## src/rtl/wb_dest_queue.sv

```systemverilog
// Write-back destination select plus in-order queue of pending register writes.
// Flags RAW hazards of the next instruction's operands against pending entries.
module wb_dest_queue #(
    parameter int IDX_W = 5,
    parameter int DEPTH = 4,
    parameter int CNT_W = 3
) (
    input  logic             clk,
    input  logic             reset,
    input  logic [IDX_W-1:0] ir_rt,
    input  logic [IDX_W-1:0] ir_rd,
    input  logic [IDX_W-1:0] ir_rs,
    input  logic [2:0]       reg_dst,
    input  logic             push,
    input  logic             pop,
    input  logic             flush,
    input  logic [IDX_W-1:0] src_a,
    input  logic [IDX_W-1:0] src_b,
    output logic [IDX_W-1:0] dst_out,
    output logic             dst_valid,
    output logic             full,
    output logic             empty,
    output logic [CNT_W-1:0] count,
    output logic             hazard,
    output logic             sel_err
);
    localparam int PTR_W = (DEPTH > 1) ? $clog2(DEPTH) : 1;
    localparam logic [CNT_W-1:0] DEPTH_C = CNT_W'(DEPTH);

    logic [DEPTH-1:0][IDX_W-1:0] ent_q;
    logic [DEPTH-1:0]            vld_q;
    logic [PTR_W-1:0]            head_q, tail_q;
    logic [CNT_W-1:0]            cnt_q;
    logic                        sel_err_q;

    logic [IDX_W-1:0] sel_idx;
    logic             sel_bad;
    logic             do_push, do_pop;
    logic [DEPTH-1:0] hit;

    always_comb begin
        sel_idx = '0;
        sel_bad = 1'b0;
        case (reg_dst)
            3'b000:  sel_idx = ir_rt;
            3'b001:  sel_idx = IDX_W'(31);
            3'b010:  sel_idx = IDX_W'(29);
            3'b011:  sel_idx = ir_rd;
            3'b100:  sel_idx = ir_rs;
            default: sel_bad = 1'b1;
        endcase
    end

    assign empty     = (cnt_q == '0);
    assign full      = (cnt_q == DEPTH_C);
    assign count     = cnt_q;
    assign dst_valid = ~empty;
    assign dst_out   = empty ? '0 : ent_q[head_q];
    assign sel_err   = sel_err_q;

    // A pop in the same cycle frees the head slot, so a full queue still accepts the push.
    assign do_push = push & (~full | pop);
    assign do_pop  = pop & ~empty;

    always_ff @(posedge clk or negedge reset) begin
        if (!reset) begin
            ent_q     <= '0;
            vld_q     <= '0;
            head_q    <= '0;
            tail_q    <= '0;
            cnt_q     <= '0;
            sel_err_q <= 1'b0;
        end else if (flush) begin
            vld_q     <= '0;
            head_q    <= '0;
            tail_q    <= '0;
            cnt_q     <= '0;
            sel_err_q <= 1'b0;
        end else begin
            // Pop clears before push sets, so a full push+pop on the same slot stays valid.
            if (do_pop) begin
                vld_q[head_q] <= 1'b0;
                head_q        <= head_q + PTR_W'(1);
            end
            if (do_push) begin
                ent_q[tail_q] <= sel_idx;
                vld_q[tail_q] <= 1'b1;
                tail_q        <= tail_q + PTR_W'(1);
                if (sel_bad)
                    sel_err_q <= 1'b1;
            end
            if (do_push && !do_pop)
                cnt_q <= cnt_q + CNT_W'(1);
            else if (do_pop && !do_push)
                cnt_q <= cnt_q - CNT_W'(1);
        end
    end

    for (genvar i = 0; i < DEPTH; i++) begin : g_haz
        assign hit[i] = vld_q[i] &
                        (((ent_q[i] == src_a) & (src_a != '0)) |
                         ((ent_q[i] == src_b) & (src_b != '0)));
    end

    assign hazard = |hit;
endmodule

```

## config.mk

```make
export PLATFORM = sky130hd
export DESIGN_NAME = wb_dest_queue
export DESIGN_NICKNAME = d
export VERILOG_FILES = /design/src/rtl/wb_dest_queue.sv
export SDC_FILE = /design/constraint.sdc
export NUM_CORES = 1
export LEC_CHECK = 0
export BUFFER_PORTS_ARGS = -buffer_cell sky130_fd_sc_hd__buf_2
export CORE_UTILIZATION = 40
export DETAILED_ROUTE_END_ITERATION = 10
export SYNTH_ARGS = -nofsm -noshare
export SYNTH_HDL_FRONTEND = slang
export SYNTH_SLANG_ARGS = --single-unit
```

## constraint.sdc

```tcl
create_clock -name clk -period 2.6 [get_ports clk]
set_input_delay 0.52 -clock clk [delete_from_list [all_inputs] [get_ports clk]]
set_output_delay 0.52 -clock clk [all_outputs]
set_load 0.05 [all_outputs]
```

==> impl_metrics.yaml, run 1 <==
global_route:
  grt_antenna_before_repair: 0
  grt_overflow: 0
  grt_usage_pct: 17.9
  grt_pass1_wl_mm: 8.44
  grt_pass1_vias: 1657
  grt_start_max_net_pins: 33
synthesis:
  synth_seq_cells: 32
  ys_warn_count: 0
  syn_nets: 269
  avgSynthCellArea_um2: 10.4
  synthCells: 227
  synth_edf_count: 0
  ys_seq_area_share_pct: 33.8
  syn_area_um2: 2370
  async_flop_share_pct: 100
  yosysUniqueCellTypes: 38
  synth_top_flop_cell: "dfrtp_1"
power_and_ir_drop:
  internal-power_mw: 1.50
  p_sw_mw: 1.25
  p_per_area_nw_per_um2: 1020
  p_sw_share_pct: 45.6
  pwr-share-clk_pct: 14.8
  power.total_mw: 2.75
  worst_ir_drop_vdd_uv: 351
  power_frac_comb_pct: 50.7
  p_leak_nw: 1.25
  p_seq_share_pct: 34.5
hold_path:
  hold_path_class: "input port to asynchronous set/reset pin"
cells_and_area:
  design_area_um2: 2700
  drive_above_1_share_pct: 36.1
  diodes: 0
  finish.utilization_pct: 48.1
  finalNonFillerCells: 335
  areaGrowthSynthToFinish_pct: 13.9
  fin_nets: 305
timing:
  slew_violations: 0
  setup-tns-final_ns: 0
  finalHoldViolCount: 0
  rsz0062_at_grt: "no"
  max_slew_margin_pct: 52.1
  setup_ws_ns: 0.158
  min_period_over_period_pct: 93.9
  finalCriticalPeriod_ns: 2.44
  hold_ws_ns: 0.295
  setup_viol: 0
  finClkSkew_ns: 0.00422
  fmax_mhz: 409
  tightest_slew_ns: 0.719
clock_tree:
  cts_resized: 0
  cts_tree: "yes"
  cts-root-buf: "clkbuf_8"
  postCtsSetupBuffers: 0
  clk_path_buf_depth: 2
  htreeDepth: 2
  hold_buffers: 0
  clk_transition_reported_paths_ns: 0.06
  clock_sinks: 32
  cts_buffers: 5
  insertion_delay_ns: 0.28
placement:
  dp_cells: 328
  place.gp.congestion: 0.858
  io_buffers: 45
  dp_hpwl_mm: 3.93
  placed_area_um2: 2600
  pre_cts_ws_ns: 0.152
drt:
  vias: 1734
  wl_mm: 5.07
  drt-met1-wl_mm: 2.59
  wl_per_cell_um: 15.1
  wl_met3_um: 194
  ant_nets: 0
  drc: 0
  viasPerCell: 5.18
  drt_first_pass_iters: 4
  wl_met2_mm: 2.17
  first_iter_violations: 79
  routed.top_layer: "met4"
floorplanning:
  coreArea_um2: 5610
  start_util_pct: 42.3
  die_h_um: 79.0
  die_w_um: 79.0
  ios: 46
  rows: 27
  die_area_um2: 6240
critical_path:
  critPathMaxFanout: 5
  critPathMaxStageDelay_ns: 0.53
  start_kind: "input port"
  worstPathRequired_ns: 2.08
  crit_top_cell: "buf_2"
  end_kind: "primary output"
  critPathArrivalTime_ns: 1.92
  ff2ff_path_depth: 5
  path_class: "input port to primary output"
  ff2ff_setup_slack_ns: 0.43
  worstPathCellList: "buf_2, or4_4, nor2_2, nor4_1, o21ai_0, nand4_1, buf_2"
  cpMaxStageDelayCell: "or4_4"
status:
  status: "finished, final reports clean"
run:
  maxCapViolCount: 0
-- layout make-up --
class / count / area, um^2
tap: 72 / 90.1
clock buffer: 7 / 96.3
multi-input combinational: 167 / 1440
sequential: 32 / 801
fill: 550 / 2910
timing repair buffer: 45 / 225
inverter: 12 / 45.0
-- critical path: cells and delay by family --
kind                   cells  cell delay [ns]
AO/OA/AOI/OAI              1             0.16
buffers and inverters      2             0.36
AND/OR/NAND/NOR            4             0.88
-- per-layer routing --
metal | vias to the layer above | GRT usage [%]
met4 | 0 | 8.36
li1 | 846 | -
met5 | - | 0
met1 | 831 | 25.3
met2 | 47 | 26.0
met3 | 10 | 3.45
-- layout by cell type (no fill, tap or decap), types with 2 or more instances in the layout --
master    instances
a211oi_1          4
a21oi_1           4
a21oi_2           2
buf_2            45
clkbuf_8          7
dfrtp_1          32
ha_1              8
inv_1            11
mux2_2           20
mux2i_1           2
mux4_2            5
nand2_1           9
nand2_4           4
nand3_1           8
nand3b_1          4
nor2_1            9
nor2_4            2
nor2b_1           6
nor4_1           12
o21ai_0          10
or4_4             2
xnor2_1          27
xor2_1           17
-- power groups by stage --
stage	combinational [mW]	sequential (mW)	clock (mW)
6_report	1.40	0.951	0.407
5_1_grt	1.51	0.979	0.443
4_1_cts	1.41	0.948	0.427
3_5_place_dp	1.40	0.958	0
3_3_place_gp	1.40	0.951	0
2_1_floorplan	1.14	0.917	0
-- cell usage after synthesis (all sizes together) (2+ instances only) --
cell type | count | area [um^2]
a21oi | 6 | 37.5
buf | 8 | 57.6
nand3 | 8 | 40.0
xor2 | 17 | 149
mux2i | 2 | 20.0
dfrtp | 32 | 801
nand3b | 4 | 30.0
clkbuf | 8 | 30.0
ha | 8 | 100
xnor2 | 27 | 236
nor4 | 12 | 75.1
mux4 | 5 | 113
nand2 | 13 | 78.8
a211oi | 6 | 62.6
inv | 12 | 45.0
nor2b | 6 | 37.5
nor2 | 12 | 62.6
or4 | 2 | 22.5
o21ai | 10 | 50.1
mux2 | 20 | 225
-- sequential cells by signal, indices dropped and copies added, names as in the netlist --
name     count
sel_err      1
head_q       2
tail_q       2
vld_q        4
ent_q       20
count        3
-- cells by family (layout without fill, tap and decap cells) --
group,count (synthesis),count (layout),share of synthesized area (%)
buf+inv,28,64,5.59
xor+xnor,44,44,16.3
compound gates,26,26,8.02
fa+ha+maj,9,9,5.07
mux,27,27,15.1
flops,32,32,33.8
simple gates,61,61,16.2
-- worst paths after layout --
path	from	to
worst min register to register	vld_q[1]	vld_q[1]
min in group clk	vld_q[1]	vld_q[1]
worst min-delay path	reset	ent_q[9]
worst max register to register	count[1]	count[1]
worst max-delay path	src_b[1]	hazard
max in group asynchronous	reset	vld_q[3]
Power figures use the tool's default switching activity.
==> inputs of run 2 (changes only) <==
--- a/config.mk
+++ b/config.mk
@@ -8,6 +8,7 @@
 export BUFFER_PORTS_ARGS = -buffer_cell sky130_fd_sc_hd__buf_2
 export CORE_UTILIZATION = 40
 export DETAILED_ROUTE_END_ITERATION = 10
+export RECOVER_POWER = 100
 export SYNTH_ARGS = -nofsm -noshare
 export SYNTH_HDL_FRONTEND = slang
 export SYNTH_SLANG_ARGS = --single-unit
==> impl_metrics.yaml, run 2 (synthesized netlist as in run 1, its figures left out) <==
status:
  status: "finished with violations"
  violations: "capacitance limit, slew limit"
placement:
  pre_cts_ws_ns: 0.152
  dp_hpwl_mm: 3.93
  dp_cells: 328
  io_buffers: 45
  place.gp.congestion: 0.858
  placed_area_um2: 2600
floorplanning:
  die_area_um2: 6240
  die_w_um: 79.0
  die_h_um: 79.0
  coreArea_um2: 5610
  start_util_pct: 42.3
  ios: 46
  rows: 27
global_route:
  grt_overflow: 0
  grt_pass1_vias: 1657
  grt_usage_pct: 17.9
  grt_antenna_before_repair: 0
  grt_start_max_net_pins: 33
  grt_pass1_wl_mm: 8.44
critical_path:
  ff2ff_path_depth: 5
  path_class: "input port to primary output"
  start_kind: "input port"
  end_kind: "primary output"
  critPathArrivalTime_ns: 1.93
  critPathMaxFanout: 5
  worstPathRequired_ns: 2.08
timing:
  fmax_mhz: 408
  setup_viol: 0
  setup_ws_ns: 0.150
  rsz0062_at_grt: "no"
  finalCriticalPeriod_ns: 2.45
  max_slew_margin_pct: -15.1
  finalHoldViolCount: 0
  setup-tns-final_ns: 0
  finClkSkew_ns: 0.00443
  min_period_over_period_pct: 94.2
  slew_violations: 33
  tightest_slew_ns: 1.73
clock_tree:
  cts_tree: "yes"
  cts-root-buf: "clkbuf_8"
  cts_buffers: 5
  hold_buffers: 0
  insertion_delay_ns: 0.28
  cts_resized: 0
  clock_sinks: 32
  clk_path_buf_depth: 2
  htreeDepth: 2
  clk_transition_reported_paths_ns: 0.06
  postCtsSetupBuffers: 0
power_and_ir_drop:
  p_per_area_nw_per_um2: 1030
  worst_ir_drop_vdd_uv: 329
  p_leak_nw: 1.18
hold_path:
  hold_path_class: "flip-flop to flip-flop"
  hold_depth: 2
cells_and_area:
  finish.utilization_pct: 46.8
  regMostFlops: "ent_q"
  diodes: 0
  areaGrowthSynthToFinish_pct: 10.7
  largest_reg_flops: 20
  design_area_um2: 2620
  fin_nets: 305
  final_common_cell: "buf_2"
  final_cell_mix: "buf_2 (33), dfrtp_1 (32), xnor2_1 (27)"
  drive_above_1_share_pct: 30.8
  finalNonFillerCells: 335
run:
  maxCapViolCount: 1
drt:
  ant_nets: 0
  first_iter_violations: 79
  viasPerCell: 5.16
  wl_mm: 5.08
  wl_per_cell_um: 15.2
  vias: 1730
  drt_first_pass_iters: 4
  drc: 0
-- run 2: area by class of cell --
cell class / count / area, um^2
repair buffers: 45 / 219
inverters: 12 / 45.0
multi-input cells: 167 / 1370
clock buffers: 7 / 96.3
flip-flops and latches: 32 / 801
fillers: 566 / 2980
well taps: 72 / 90.1
-- run 2: stage by stage --
| stage | hold WS (ns) | total power [mW] |
|---|---|---|
| detailed placement | 0.513 | 2.36 |
| finish | 0.519 | 2.70 |
| CTS | 0.314 | 2.79 |
| global placement | 0.493 | 2.35 |
| global route | 0.565 | 2.88 |
| floorplan | 0.224 | 2.06 |
-- run 2: where the power goes --
| group | internal (mW) | leakage, nW | switching (mW) |
|---|---|---|---|
| sequential | 0.665 | 0.417 | 0.275 |
| clock | 0.235 | 0.0503 | 0.172 |
| combinational | 0.572 | 0.709 | 0.783 |
-- run 2: path summary, 6_finish.rpt --
path | from | slack (ns) | to
setup / recovery | src_b[1] | 0.15 | hazard
max in group asynchronous | reset | 0.91 | vld_q[3]
setup reg to reg | count[1] | 0.30 | count[1]
hold reg to reg | vld_q[1] | 0.52 | vld_q[1]
min in group asynchronous | reset | 0.69 | ent_q[9]
hold / removal | vld_q[1] | 0.52 | vld_q[1]
-- run 2: routing by layer --
| metal | share of wire (%) | up-vias | GRT usage [%] |
|---|---|---|---|
| met5 | 0 | - | 0 |
| met4 | 2.4 | 0 | 8.36 |
| met3 | 3.9 | 10 | 3.45 |
| met2 | 43 | 47 | 26.0 |
| met1 | 51 | 827 | 25.3 |
| li1 | - | 846 | - |
-- run 2: critical path: stages --
cell and delay (ns):
buf_2 0.14, or4_4 0.54, nor2_2 0.16, nor4_1 0.08, o21ai_0 0.16, nand4_1 0.11
buf_2 0.22
